<file path="src/rtl/value_text_writer_if.sv">
// Bus bundle for value_text_writer: render request inputs and character-RAM write outputs.
interface value_text_writer_if;
   logic        start;
   logic [15:0] value;
   logic [11:0] pos;
   logic        fmt;
   logic        busy;
   logic        done;
   logic        wr_en;
   logic [11:0] wr_addr;
   logic [7:0]  wr_char;

   modport master (
      output start, value, pos, fmt,
      input  busy, done, wr_en, wr_addr, wr_char
   );

   modport slave (
      input  start, value, pos, fmt,
      output busy, done, wr_en, wr_addr, wr_char
   );
endinterface

</file>
<file path="src/rtl/value_text_writer.sv">
// Renders a 16-bit value as ASCII text ("0xHHHH" or "bXXXXXXXX_XXXXXXXX") into a
// character RAM, one character per cycle, starting at a given cell address.
// All outputs are registered; they reflect the state the FSM was in one edge earlier,
// so the first write appears one cycle after the start is accepted.
module value_text_writer #(
   parameter bit         LOWERCASE_HEX = 1'b0,
   parameter logic [7:0] SEP_CHAR      = 8'h5F
) (
   input logic          clk,
   input logic          reset,
   value_text_writer_if.slave bus
);

   typedef enum logic [1:0] {
      IDLE  = 2'd0,
      WRITE = 2'd1,
      DONE  = 2'd2
   } state_t;

   state_t      state;
   logic [4:0]  index;
   logic [15:0] latched_value;
   logic [11:0] latched_pos;
   logic        latched_fmt;
   logic        busy;
   logic        done;
   logic        wr_en;
   logic [11:0] wr_addr;
   logic [7:0]  wr_char;

   // ASCII for a single hex nibble, honouring the letter-case parameter.
   function automatic logic [7:0] hex_char(input logic [3:0] nib);
      logic [7:0] ch;
      if (nib <= 4'd9) begin
         ch = 8'h30 + {4'h0, nib};
      end else begin
         ch = (LOWERCASE_HEX ? 8'h61 : 8'h41) + {4'h0, nib} - 8'd10;
      end
      return ch;
   endfunction

   // ASCII "0" or "1" for one bit.
   function automatic logic [7:0] bit_char(input logic b);
      return b ? 8'h31 : 8'h30;
   endfunction

   // Character at position idx of the rendered text.
   // Binary bit select: idx 1..8 map to bits 15..8 (16 - idx) and idx 10..17 map to
   // bits 7..0 (17 - idx); both are computed modulo 16 on the low index bits.
   function automatic logic [7:0] char_at(input logic [4:0] idx,
                                          input logic [15:0] v,
                                          input logic f);
      logic [7:0] ch;
      logic [3:0] sel;
      ch  = 8'h20;
      sel = 4'd0;
      if (f == 1'b0) begin
         case (idx)
            5'd0:    ch = 8'h30;
            5'd1:    ch = 8'h78;
            5'd2:    ch = hex_char(v[15:12]);
            5'd3:    ch = hex_char(v[11:8]);
            5'd4:    ch = hex_char(v[7:4]);
            5'd5:    ch = hex_char(v[3:0]);
            default: ch = 8'h20;
         endcase
      end else begin
         if (idx == 5'd0) begin
            ch = 8'h62;
         end else if (idx == 5'd9) begin
            ch = SEP_CHAR;
         end else if (idx <= 5'd8) begin
            sel = 4'd0 - idx[3:0];
            ch  = bit_char(v[sel]);
         end else begin
            sel = 4'd1 - idx[3:0];
            ch  = bit_char(v[sel]);
         end
      end
      return ch;
   endfunction

   // Render FSM: accepts a request in IDLE, emits one character per cycle in WRITE,
   // pulses done from DONE, and keeps the write bus at its last value when idle.
   always_ff @(posedge clk or negedge reset) begin
      if (!reset) begin
         state         <= IDLE;
         index         <= 5'd0;
         latched_value <= 16'd0;
         latched_pos   <= 12'd0;
         latched_fmt   <= 1'b0;
         busy          <= 1'b0;
         done          <= 1'b0;
         wr_en         <= 1'b0;
         wr_addr       <= 12'd0;
         wr_char       <= 8'h20;
      end else begin
         case (state)
            IDLE: begin
               busy  <= 1'b0;
               done  <= 1'b0;
               wr_en <= 1'b0;
               if (bus.start) begin
                  latched_value <= bus.value;
                  latched_pos   <= bus.pos;
                  latched_fmt   <= bus.fmt;
                  index         <= 5'd0;
                  state         <= WRITE;
               end
            end
            WRITE: begin
               busy    <= 1'b1;
               done    <= 1'b0;
               wr_en   <= 1'b1;
               wr_addr <= latched_pos + {7'd0, index};
               wr_char <= char_at(index, latched_value, latched_fmt);
               index   <= index + 5'd1;
               if (index == (latched_fmt ? 5'd17 : 5'd5)) begin
                  state <= DONE;
               end
            end
            DONE: begin
               busy  <= 1'b1;
               done  <= 1'b1;
               wr_en <= 1'b0;
               state <= IDLE;
            end
            default: begin
               busy  <= 1'b0;
               done  <= 1'b0;
               wr_en <= 1'b0;
               state <= IDLE;
            end
         endcase
      end
   end

   assign bus.busy    = busy;
   assign bus.done    = done;
   assign bus.wr_en   = wr_en;
   assign bus.wr_addr = wr_addr;
   assign bus.wr_char = wr_char;

endmodule

</file>
<file path="src/flat_wrapper.sv">
// flat-port wrapper written by rule: the top's interface ports become plain ports
module value_text_writer_flat 
#(
   parameter bit         LOWERCASE_HEX = 1'b0,
   parameter logic [7:0] SEP_CHAR      = 8'h5F
)
  (clk, reset, bus_start, bus_value, bus_pos, bus_fmt, bus_busy, bus_done, bus_wr_en, bus_wr_addr, bus_wr_char);
  value_text_writer_if bus_i ();
  input logic clk;
  input logic reset;
  input wire logic [$bits(bus_i.start)-1:0] bus_start;
  input wire logic [$bits(bus_i.value)-1:0] bus_value;
  input wire logic [$bits(bus_i.pos)-1:0] bus_pos;
  input wire logic [$bits(bus_i.fmt)-1:0] bus_fmt;
  output wire logic [$bits(bus_i.busy)-1:0] bus_busy;
  output wire logic [$bits(bus_i.done)-1:0] bus_done;
  output wire logic [$bits(bus_i.wr_en)-1:0] bus_wr_en;
  output wire logic [$bits(bus_i.wr_addr)-1:0] bus_wr_addr;
  output wire logic [$bits(bus_i.wr_char)-1:0] bus_wr_char;
  assign bus_i.start = bus_start;
  assign bus_i.value = bus_value;
  assign bus_i.pos = bus_pos;
  assign bus_i.fmt = bus_fmt;
  assign bus_busy = bus_i.busy;
  assign bus_done = bus_i.done;
  assign bus_wr_en = bus_i.wr_en;
  assign bus_wr_addr = bus_i.wr_addr;
  assign bus_wr_char = bus_i.wr_char;
  value_text_writer #(.LOWERCASE_HEX(LOWERCASE_HEX), .SEP_CHAR(SEP_CHAR)) u_core (.clk(clk), .reset(reset), .bus(bus_i));
endmodule
</file>
<file path="config.mk">
export PLATFORM = sky130hd
export DESIGN_NAME = value_text_writer_flat
export DESIGN_NICKNAME = d
export VERILOG_FILES = /design/src/rtl/value_text_writer_if.sv /design/src/rtl/value_text_writer.sv /design/src/flat_wrapper.sv
export SDC_FILE = /design/constraint.sdc
export NUM_CORES = 1
export LEC_CHECK = 0
export ABC_AREA = 0
export CORE_ASPECT_RATIO = 0.6
export CORE_MARGIN = 2
export CORE_UTILIZATION = 45
export DETAILED_ROUTE_END_ITERATION = 10
export PLACE_DENSITY = 0.69
export REMOVE_ABC_BUFFERS = 1
export SYNTH_ARGS = -nofsm -noshare
export SYNTH_HDL_FRONTEND = slang
export SYNTH_SLANG_ARGS = --single-unit
</file>
<file path="constraint.sdc">
create_clock -name clk -period 6.2 [get_ports clk]
set_input_delay 0.93 -clock clk [delete_from_list [all_inputs] [get_ports clk]]
set_output_delay 0.93 -clock clk [all_outputs]
set_load 0.02 [all_outputs]
</file>
==> impl_metrics.json <==
{
  "synth-xor-area-share_pct": 1.173,
  "antenna_found_initial": 0,
  "power.density_nw_per_um2": 550.6,
  "synthAdderAreaFrac_pct": 7.911,
  "synth_simple_gate_area_share_pct": 14.15,
  "htreeDepth": 3,
  "fin_crit_sh_pct": 48.03,
  "ys_seq_elements": 58,
  "finalSetupViolations": 0,
  "path_class": "reg2reg",
  "grt_pass1_vias": 2890,
  "timing.setup.tns_ps": 0,
  "rows": 25,
  "cts_setup_buffers": 0,
  "final_common_cell": "dfrtp_1",
  "synth_cell_types": 67,
  "grt_pass1_wl_mm": 15.47,
  "first_pass_iters": 5,
  "clockBufferDepth": 2,
  "irDropWorstVdd_mv": 0.2060,
  "die_h_um": 74.55,
  "routabilityCongestion": 0.9905,
  "rsz0062_at_grt": "no",
  "numCtsBuffers": 9,
  "drcViolationCount": 0,
  "critPathArrivalTime_ps": 3210,
  "clk_latency_ps": 330,
  "fin_nets": 463,
  "hpwlAfterDp_mm": 6.988,
  "portBuffers": 53,
  "start_util_pct": 46.98,
  "status": "finished, final reports clean",
  "ant_nets": 0,
  "final-hold-violation-count": 0,
  "final_cells": 520,
  "crit_chain": "inv_1, ha_1, xnor2_1, mux4_2, a211oi_1, o211ai_1, o221ai_1",
  "maxCapViolCount": 0,
  "slowest_delay_ps": 750,
  "crit_path_start_kind": "flip-flop",
  "drtIter0Drc": 433,
  "wl_mm": 9.598,
  "die_x_um": 121.6,
  "synth_area_leaders": "dfrtp_1 (38%), mux2_2 (11%), ha_1 (7.4%)",
  "crit_path_end": "u_core.bus.wr_char[0]",
  "cp-end-kind": "flip-flop",
  "ys_warn_count": 0,
  "cpMaxStageDelayCell": "dfrtp_1",
  "diodes": 0,
  "wl_per_cell_um": 18.46,
  "n_fill_cell": 689,
  "cts_tree": "built",
  "max_freq_mhz": 335.8,
  "synth_area_leader_cell": "dfrtp_1",
  "rr_worst_depth": 7,
  "netlist_area_sq_um": 3732,
  "cts_root_buffer": "clkbuf_16",
  "grt_max_degree": 59,
  "hp-class": "reg2reg",
  "clkTransAtPathRegs_ps": 50,
  "cts_hold_buffers": 0,
  "path_max_fanout": 16,
  "maxSlewHeadroom_pct": 50.64,
  "die_area_sq_um": 9063,
  "via_count": 3124,
  "track_usage_pct": 22.85,
  "rrSetupSlack_ps": 3220,
  "core_region_area_sq_um": 7945,
  "syn2layout_area_growth_pct": 23.03,
  "reg2reg_to": "u_core.bus.wr_char[0]",
  "whs_ps": 478.9,
  "synth_top_family_by_area": "compound AO/OA/AOI/OAI gates",
  "synthMuxAreaShare_pct": 15.66,
  "netlist.area_leader.share_pct": 38.22,
  "startpoint": "u_core.index[0]",
  "final_cell_mix": "dfrtp_1 (57), clkdlybuf4s50_1 (52), mux2_2 (35)",
  "viasPerCell": 6.008,
  "drive_above_1_share_pct": 16.75,
  "clock-sinks": 58,
  "grt.overflow.total": 0,
  "syn_inst": 362,
  "cts_resized": 0,
  "rr_startpoint": "u_core.index[0]",
  "placed_cells": 505,
  "p_leak_nw": 1.900,
  "synth_compound_gate_area_share_pct": 17.33,
  "clock_skew_ps": 6.321,
  "pin_count": 55,
  "fin_crit_ps": 2978,
  "synth_enable_flop_cells": 0,
  "required_ps": 6430,
  "seq_area_frac_synth_pct": 38.92,
  "worst_slew_pin_slew_ps": 740.4,
  "avgSynthCellArea_sq_um": 10.31,
  "async_reset_ff_share_pct": 100.0,
  "final_max_slew_viol_count": 0,
  "ys.flop_type": "dfrtp_1",
  "min_from": "u_core.bus.wr_char[5]"
}
## worst max-delay path: cells and delay by family (launching register included)
| family | cells | cell delay, ps |
|---|---|---|
| xor gates and xnor gates | 1 | 510 |
| DFF | 1 | 750 |
| AOI/OAI and AO/OA | 3 | 520 |
| adders and majority gates | 1 | 340 |
| muxes | 1 | 580 |
| buffers and inverters | 1 | 180 |
## where the power goes
| group | switching (W) | internal [W] | total, W | leakage, nW |
|---|---|---|---|---|
| logic | 0.000637 | 0.000599 | 0.00124 | 1.06 |
| registers | 0.000243 | 0.000565 | 0.000808 | 0.693 |
| clock network | 0.000166 | 0.000318 | 0.000484 | 0.142 |
| total | 0.00105 | 0.00148 | 0.00253 | 1.90 |
## state kept, by name (all words and copies together), names as in the netlist
name and flops:
u_core.bus.wr_en 1, u_core.bus.wr_addr 12, u_core.latched_pos 12, u_core.index 5, u_core.latched_fmt 1, u_core.bus.done 1
u_core.state 2, u_core.latched_value 16, u_core.bus.busy 1, u_core.bus.wr_char 7
## cell usage after synthesis (all sizes together) (4+ instances only)
cell type  number
mux4            8
buf             8
dfrtp          57
ha             22
mux2           35
nor2           23
a211oi          5
o21bai          4
a31oi          11
a21o            6
nand2          25
a21oi          19
o21ai          12
or3             7
nand4           4
nor2b           4
inv            18
nand2b          6
clkbuf         13
nor3            4
o31ai           4
nand3          13
## how the worst min path moves through the flow
stage / slack, ps / end / depth (start not counted)
floorplan: 480 / u_core.bus.done / 1
global placement: 470 / u_core.bus.wr_char[5] / 1
detailed placement: 480 / u_core.bus.wr_char[5] / 1
CTS: 480 / u_core.bus.wr_char[5] / 1
global route: 510 / u_core.bus.wr_addr[4] / 1
finish: 480 / u_core.bus.wr_char[5] / 1
## metal layers
layer | part of all wire, % | GRT usage [%] | vias to the layer above
li1 | - | - | 1434
met1 | 49 | 34.98 | 1513
met2 | 40 | 30.40 | 166
met3 | 11 | 7.592 | 11
met4 | 1.1 | 6.386 | 0
met5 | 0 | 0 | -
## logic make-up after synthesis
logic type	count (synthesis)
AOI/OAI and AO/OA	91
and+or+nand+nor	101
xor gates and xnor gates	5
buffers and inverters	39
DFF	58
adders and majority gates	23
muxes	44
other	1
## metrics by stage
stage / instance area, sq um / util, % / worst slack [ps] / power [W]
2_1_floorplan: 3622 / - / 3655 / 0.001582
3_3_place_gp: 4305 / 54.19 / 3362 / 0.001981
3_5_place_dp: 4305 / 54.19 / 3278 / 0.002017
4_1_cts: 4592 / 57.80 / 3266 / 0.002514
5_1_grt: 4592 / 57.80 / 3006 / 0.002692
6_report: 4592 / 57.80 / 3222 / 0.002528
## layout make-up
class / count / area (sq um) / share of cell area [%]
multi-input cells: 265 / 2102 / 45.78
flip-flops and latches: 58 / 1453 / 31.63
repair buffers: 56 / 548.0 / 11.93
clock buffers: 12 / 246.5 / 5.368
well taps: 108 / 135.1 / 2.943
inverters: 18 / 67.56 / 1.471
clock inverters: 3 / 40.04 / 0.8719
No activity file was read; power rests on OpenSTA's default activity.
